$ cat config.mk
export PLATFORM = sky130hd
export DESIGN_NAME = pixel_classifier
export DESIGN_NICKNAME = d
export VERILOG_FILES = /design/src/rtl/pixel_pkg.sv /design/src/rtl/dominant_select.sv /design/src/rtl/pixel_classifier.sv
export SDC_FILE = /design/constraint.sdc
export NUM_CORES = 1
export LEC_CHECK = 0
export BUFFER_PORTS_ARGS = -buffer_cell sky130_fd_sc_hd__buf_2
export CORE_ASPECT_RATIO = 1.4
export CORE_MARGIN = 2
export CORE_UTILIZATION = 50
export CTS_CLUSTER_DIAMETER = 40
export DETAILED_ROUTE_END_ITERATION = 8
export GPL_TIMING_DRIVEN = 0
export PLACE_DENSITY = 0.79
export SLEW_MARGIN = 20
export SYNTH_ARGS = -nofsm -noshare
export SYNTH_HDL_FRONTEND = slang
export SYNTH_SLANG_ARGS = --single-unit
export TNS_END_PERCENT = 10
$ cat constraint.sdc
create_clock -name clk -period 1.9 [get_ports clk]
set_input_delay 0.19 -clock clk [delete_from_list [all_inputs] [get_ports clk]]
set_output_delay 0.19 -clock clk [all_outputs]
set_load 0.02 [all_outputs]
$ cat src/rtl/pixel_pkg.sv
// Shared constants for the pixel classifier slice:
// colour codes, counter width and FSM state encodings.
package pixel_pkg;

    localparam int CNT_W = 15;

    localparam logic [1:0] COLOR_R = 2'b00;
    localparam logic [1:0] COLOR_G = 2'b01;
    localparam logic [1:0] COLOR_B = 2'b10;

    typedef enum logic [1:0] {
        RUN   = 2'b00,
        DRAIN = 2'b01,
        EOP   = 2'b10
    } state_t;

endpackage

$ cat src/rtl/dominant_select.sv
// Combinational dominant-colour pick (ties R>G>B) plus a flag
// marking pixels whose brightest channel is below DARK_THRESHOLD.
module dominant_select
    import pixel_pkg::*;
#(
    parameter int PIX_W          = 8,
    parameter int DARK_THRESHOLD = 16
) (
    input  logic [PIX_W-1:0] r,
    input  logic [PIX_W-1:0] g,
    input  logic [PIX_W-1:0] b,
    output logic [1:0]       color,
    output logic             dark
);

    logic [PIX_W-1:0] mx;

    // Pick the winning channel; its value is also the pixel maximum
    always_comb begin
        color = COLOR_B;
        mx    = b;
        if (r >= g && r >= b) begin
            color = COLOR_R;
            mx    = r;
        end else if (g >= b) begin
            color = COLOR_G;
            mx    = g;
        end
        dark = 32'(mx) < 32'(DARK_THRESHOLD);
    end

endmodule

$ cat src/rtl/pixel_classifier.sv
// Pixel stream classifier feeding the per-colour counting stage.
// Optional dark-pixel rejection is enabled by defining DARK_REJECT_EN.
module pixel_classifier
    import pixel_pkg::*;
#(
    parameter int PIX_W              = 8,
    parameter int PIXELS_PER_PICTURE = 16384,
    parameter int DARK_THRESHOLD     = 16
) (
    input  logic             clk,
    input  logic             reset,
    input  logic             pix_valid,
    output logic             pix_ready,
    input  logic [PIX_W-1:0] pix_r,
    input  logic [PIX_W-1:0] pix_g,
    input  logic [PIX_W-1:0] pix_b,
    output logic             Radd_en,
    output logic             Gadd_en,
    output logic             Badd_en,
    output logic             one_picture,
    output logic [7:0]       pic_count,
    output logic [CNT_W-1:0] pix_idx
);

`ifdef DARK_REJECT_EN
    localparam bit REJECT = 1'b1;
`else
    localparam bit REJECT = 1'b0;
`endif

    localparam logic [CNT_W-1:0] LAST_IDX = CNT_W'(PIXELS_PER_PICTURE - 1);

    state_t     state;
    state_t     state_d;
    logic [1:0] color;
    logic       dark;
    logic       accept;
    logic       count_en;
    logic       ready_d;
    logic       eop_d;

    dominant_select #(
        .PIX_W         (PIX_W),
        .DARK_THRESHOLD(DARK_THRESHOLD)
    ) u_sel (
        .r    (pix_r),
        .g    (pix_g),
        .b    (pix_b),
        .color(color),
        .dark (dark)
    );

    assign accept   = pix_valid & pix_ready;
    assign count_en = accept & ~(REJECT & dark);

    // State register
    always_ff @(posedge clk) begin
        if (reset) state <= RUN;
        else       state <= state_d;
    end

    // Next state: a picture ends on its last accepted pixel
    always_comb begin
        state_d = state;
        unique case (state)
            RUN:     if (accept && pix_idx == LAST_IDX) state_d = DRAIN;
            DRAIN:   state_d = EOP;
            EOP:     state_d = RUN;
            default: state_d = RUN;
        endcase
    end

    // Output decode of the upcoming state, registered below
    always_comb begin
        ready_d = (state_d == RUN);
        eop_d   = (state_d == EOP);
    end

    // Registered handshake, framing pulse and colour enables
    always_ff @(posedge clk) begin
        if (reset) begin
            pix_ready   <= 1'b0;
            one_picture <= 1'b0;
            Radd_en     <= 1'b0;
            Gadd_en     <= 1'b0;
            Badd_en     <= 1'b0;
        end else begin
            pix_ready   <= ready_d;
            one_picture <= eop_d;
            Radd_en     <= count_en && color == COLOR_R;
            Gadd_en     <= count_en && color == COLOR_G;
            Badd_en     <= count_en && color == COLOR_B;
        end
    end

    // Pixel index within the picture and completed-picture count
    always_ff @(posedge clk) begin
        if (reset) begin
            pix_idx   <= '0;
            pic_count <= '0;
        end else if (state == DRAIN) begin
            pix_idx   <= '0;
            pic_count <= pic_count + 8'd1;
        end else if (accept) begin
            pix_idx   <= pix_idx + CNT_W'(1);
        end
    end

endmodule

Yosys cells after proc, flatten, opt, wreduce, memory -nomap -nowiden
Cells that the tools add are included.

word-level totals
  word-level logic and storage cells = 32
  flip-flop bits (word level) = 30
  output and inout bits = 28
  bits of input ports = 27

operators by class
  muxes and demuxes = 4
  reduce and logical (&&, ||, !) cells = 9
  order comparisons = 3
  add/subtract/negate cells = 2
  eq/ne operators = 5
  bitwise logic cells = 1

operators with widths
  kind                   number
  $ge 8x8->1             3
  $add 15x1->15 const B  1
  $eq 15x14->1 const B   1
  $add 8x1->8 const B    1
  $logic_not 2->1        3
  $mux 2                 3
  $logic_and 1x1->1      5
  $eq 2x1->1 const B     2
  $eq 2x2->1 const B     2
  $pmux 2 s2             1
  $reduce_or 2->1        1
  $and 1x1->1            1

Logic depth before layout (Yosys ltp)
  word-level depth = 5
  mapped depth = 7
  depth with buffers taken out = 7

Cells and area by module
Synthesis repeated with hierarchy kept, for this count alone.

unflattened totals
  cells, all modules = 209
  area, all modules = 1906.8 um^2

by module, submodules not included
  module            area each (um^2)  seq. area each (um^2)  times used  cells an instance
  pixel_classifier  1285.0            580.6                  1           132
  dominant_select   621.8             0.0                    1           77

Least setup slack after synthesis
Ideal clock, no wire load.

  path kind = register to register
  start point = register pix_idx[0]
  end point = register pix_idx[14]
  arrival = 1.413 ns
  cell stages (with the launch flop) = 7
  path slack = 0.373 ns
  setup time = 0.115 ns
  path buffers = 0
  period minus slack after synthesis = 1.527 ns
  required time = 1.785 ns
  cells stage by stage = dfxtp_1 ha_1 nand4_1 nor2_1 and3_4 xnor2_1 nor2_1

on the way
  longest elaborated chain between the ends = 1

ends and longest elaborated chain
  element                 line                     source
  start, declared         pixel_classifier.sv:22   output logic [CNT_W-1:0] pix_idx
  start signal, assigned  pixel_classifier.sv:105  pix_idx <= pix_idx + CNT_W'(1);
  $add 15x1->15           pixel_classifier.sv:105

Every way passes these cells.
A chain may end at the register's enable or synchronous reset.

Worst setup path after layout
Same ends and word-level chain as after synthesis.

==> impl_metrics.csv <==
group,metric,value,unit
outcome,outcome,"finished clean",
critical_path,r2r-end,"pix_idx[14]",
global_route,grt_start_max_net_pins,11,
cts,path_clk_slew,0.06,ns
placed_design,gp_congestion,0.746,
global_route,gr-total-overflow,0,
placed_design,io_buffers,54,
timing,whs,0.137,ns
cts,cts_tree,"yes",
power_and_ir_drop,powerDensity,675,nW/um^2
critical_path,r2r_slack,0.37,ns
route,vias_per_cell,5.15,
critical_path,crit_type,"flip-flop to flip-flop",
synthesis,synth-seq-cells,29,
floorplanning,core,3320,sq um
critical_path,r2r_cells,6,
synthesis,synth_area_per_cell,8.94,sq um
power_and_ir_drop,p_comb_frac,0.119,
placed_design,pre_cts_ws,0.291,ns
timing,fin_crit_sh,0.807,
critical_path,rr_startpoint,"pix_idx[0]",
global_route,antenna_found_initial,0,
critical_path,slowest_delay,0.38,ns
timing,rsz0062_at_grt,"false",
timing,final.min_clock_period,1.53,ns
critical_path,endpoint_kind,"flip-flop",
cts,cts_buffer_depth,2,
final_layout,final_net_count,303,
cts,cts_resized,0,
cts,hold_buffers,0,
min_path,hold_path.class,"primary input to flip-flop",
critical_path,crit_chain,"ha_1 > nand4_1 > nor2_1 > and3_4 > xnor2_1 > nor2_1",
global_route,grt_pass1_vias,1358,
cts,clk_latency,0.27,ns
final_layout,area_delta_synth_final,25.8,%
global_route,grt_pass1_wl,5.44,mm
run,cap_viol_max_count,0,
floorplanning,rows,25,
synthesis,syn_area,1690,sq um
synthesis,seq_area_frac_synth,0.343,
timing,tightest_slew,0.404,ns
power_and_ir_drop,seqPwrFrac,0.431,
synthesis,synthArstFlopShare,0,
final_layout,antennaDiodeCount,0,
critical_path,cpMostUsedCell,"nor2_1",
critical_path,required,2.07,ns
floorplanning,dieWidth,53.1,um
min_path,min_delay_path_depth,2,
timing,max_freq,0.652,GHz
critical_path,critPathMaxFanout,5,
route,wirelength,3.27,mm
critical_path,slowest_stage,"dfxtp_1",
power_and_ir_drop,ir_drop,0.490,mV
timing,finalHoldViolCount,0,
placed_design,post_dp_cell_area,2010,sq um
cts,post_cts_buffers,0,
timing,slew_viol_final,0,
timing,tns,0,ns
floorplanning,die_h,72.8,um
floorplanning,ioPinCount,55,
timing,skew,0.00716,ns
route,first_pass_iters,4,
power_and_ir_drop,power,1.44,mW
final_layout,final_cell_area,2130,sq um
min_path,hold-path-endpoint,"state[1]",
route,drtIter0Drc,19,
critical_path,cp-start-kind,"flip-flop",
cts,htree_levels,2,
power_and_ir_drop,clockPowerShare,0.450,
final_layout,fillers,301,
final_layout,drive_above_1_share,0.275,
route,route.detailed.drc,0,
critical_path,critPathArrivalTime,1.70,ns
timing,setup_violations,0,
route,ant_nets,0,
route,vias,1499,
floorplanning,start_util,0.510,
timing,setup_ws,0.367,ns
synthesis,synth_warnings,0,
cts,numCtsBuffers,5,
synthesis,ys.flop_type,"dfxtp_1",
timing,maxSlewHeadroom,0.731,
power_and_ir_drop,p_switching,0.313,mW
synthesis,synth_edf_count,0,
min_path,hp-start,"reset",
cts,cts_sinks,29,
placed_design,place_hpwl,2.69,mm
synthesis,synthesis.nets,242,
synthesis,ys_types,37,
synthesis,syn_inst,189,
power_and_ir_drop,switching_share,0.218,
power_and_ir_drop,cellLeakagePower,1.10,nW
power_and_ir_drop,p_int,1.12,mW
cts,cts-root-buf,"clkbuf_8",
global_route,track_usage,0.189,
route,wl_per_cell,11.2,um
floorplanning,dieArea,3870,sq um
==> metrics by stage <==
stage,utilization,std cells
2_1_floorplan,-,189
3_3_place_gp,0.606,283
3_5_place_dp,0.606,283
4_1_cts,0.642,291
5_1_grt,0.642,291
6_report,0.642,291
==> registers in the layout (all words and copies together) (netlist names) <==
register / count
pix_idx: 15
pic_count: 8
state: 2
Badd_en: 1
Gadd_en: 1
Radd_en: 1
pix_ready: 1
==> worst max-delay path, delay by kind of cell (launching register included) <==
family	cells	cell delay, ns
XOR/XNOR	1	0.12
adder cells (fa/ha/maj)	1	0.21
AND/OR/NAND/NOR	4	0.72
flip-flops	1	0.38
==> placed cells by master (no fill, tap or decap), drive strengths merged, types with 2 or more instances in the layout <==
| cell | count |
|---|---|
| nor2b | 3 |
| a21oi | 9 |
| nor2 | 25 |
| dfxtp | 29 |
| inv | 16 |
| nand2 | 11 |
| a211o | 2 |
| nand3 | 7 |
| nor3 | 2 |
| and3 | 5 |
| buf | 57 |
| xor2 | 15 |
| o211ai | 2 |
| xnor2 | 5 |
| or2 | 2 |
| o21ai | 2 |
| and4 | 3 |
| nand4 | 7 |
| ha | 26 |
| clkbuf | 8 |
| o221ai | 2 |
| a21o | 2 |
==> power by group through the flow <==
stage               combinational (mW)  sequential (mW)  clock, mW
global placement                 0.167            0.632          0
finish                           0.171            0.619      0.646
global route                     0.200            0.619      0.689
CTS                              0.175            0.619      0.663
detailed placement               0.174            0.632          0
floorplan                        0.102            0.639          0
==> cells in the mapped netlist (3+ instances only) <==
master	count	area share
nand4_1	7	0.026
inv_1	16	0.036
xnor2_1	5	0.026
nand3_1	7	0.021
nor2_1	25	0.056
a21oi_1	9	0.027
nand2_1	11	0.024
and3_1	4	0.015
dfxtp_1	29	0.34
nor2b_1	3	0.011
xor2_1	15	0.078
ha_1	26	0.19
==> area by class of cell <==
type                    count  area (sq um)  area share
multi-input cells         140          1020       0.482
flip-flops and latches     29           581       0.273
repair buffers             54           270       0.127
clock buffers               7          86.3      0.0406
inverters                  16          60.1      0.0282
well taps                  40          50.0      0.0235
clock inverters             1          30.0      0.0141
plain buffers               4          25.0      0.0118
==> worst max-delay path by stage <==
stage	start	end	slack [ns]
floorplan	pix_idx[0]	pix_idx[14]	0.37
global placement	pix_g[3]	Gadd_en	0.33
detailed placement	pix_b[1]	Badd_en	0.29
CTS	pix_idx[0]	pix_idx[14]	0.37
global route	pix_idx[0]	pix_idx[14]	0.20
finish	pix_idx[0]	pix_idx[14]	0.37
==> cells by family after synthesis <==
logic type,Yosys count,synth area share
simple gates,70,0.213
mux,1,0.00592
fa+ha+maj,26,0.192
buf+inv,20,0.0503
xor+xnor,20,0.104
flops,29,0.343
compound gates,23,0.0910
==> per-layer routing <==
metal / vias up / share of wire / track usage
met5: - / 0 / 0
met4: 0 / 0.0064 / 0.0855
met3: 2 / 0.049 / 0.0492
met2: 40 / 0.52 / 0.344
met1: 676 / 0.42 / 0.195
li1: 781 / - / -
(Power assumes the default switching activity.)
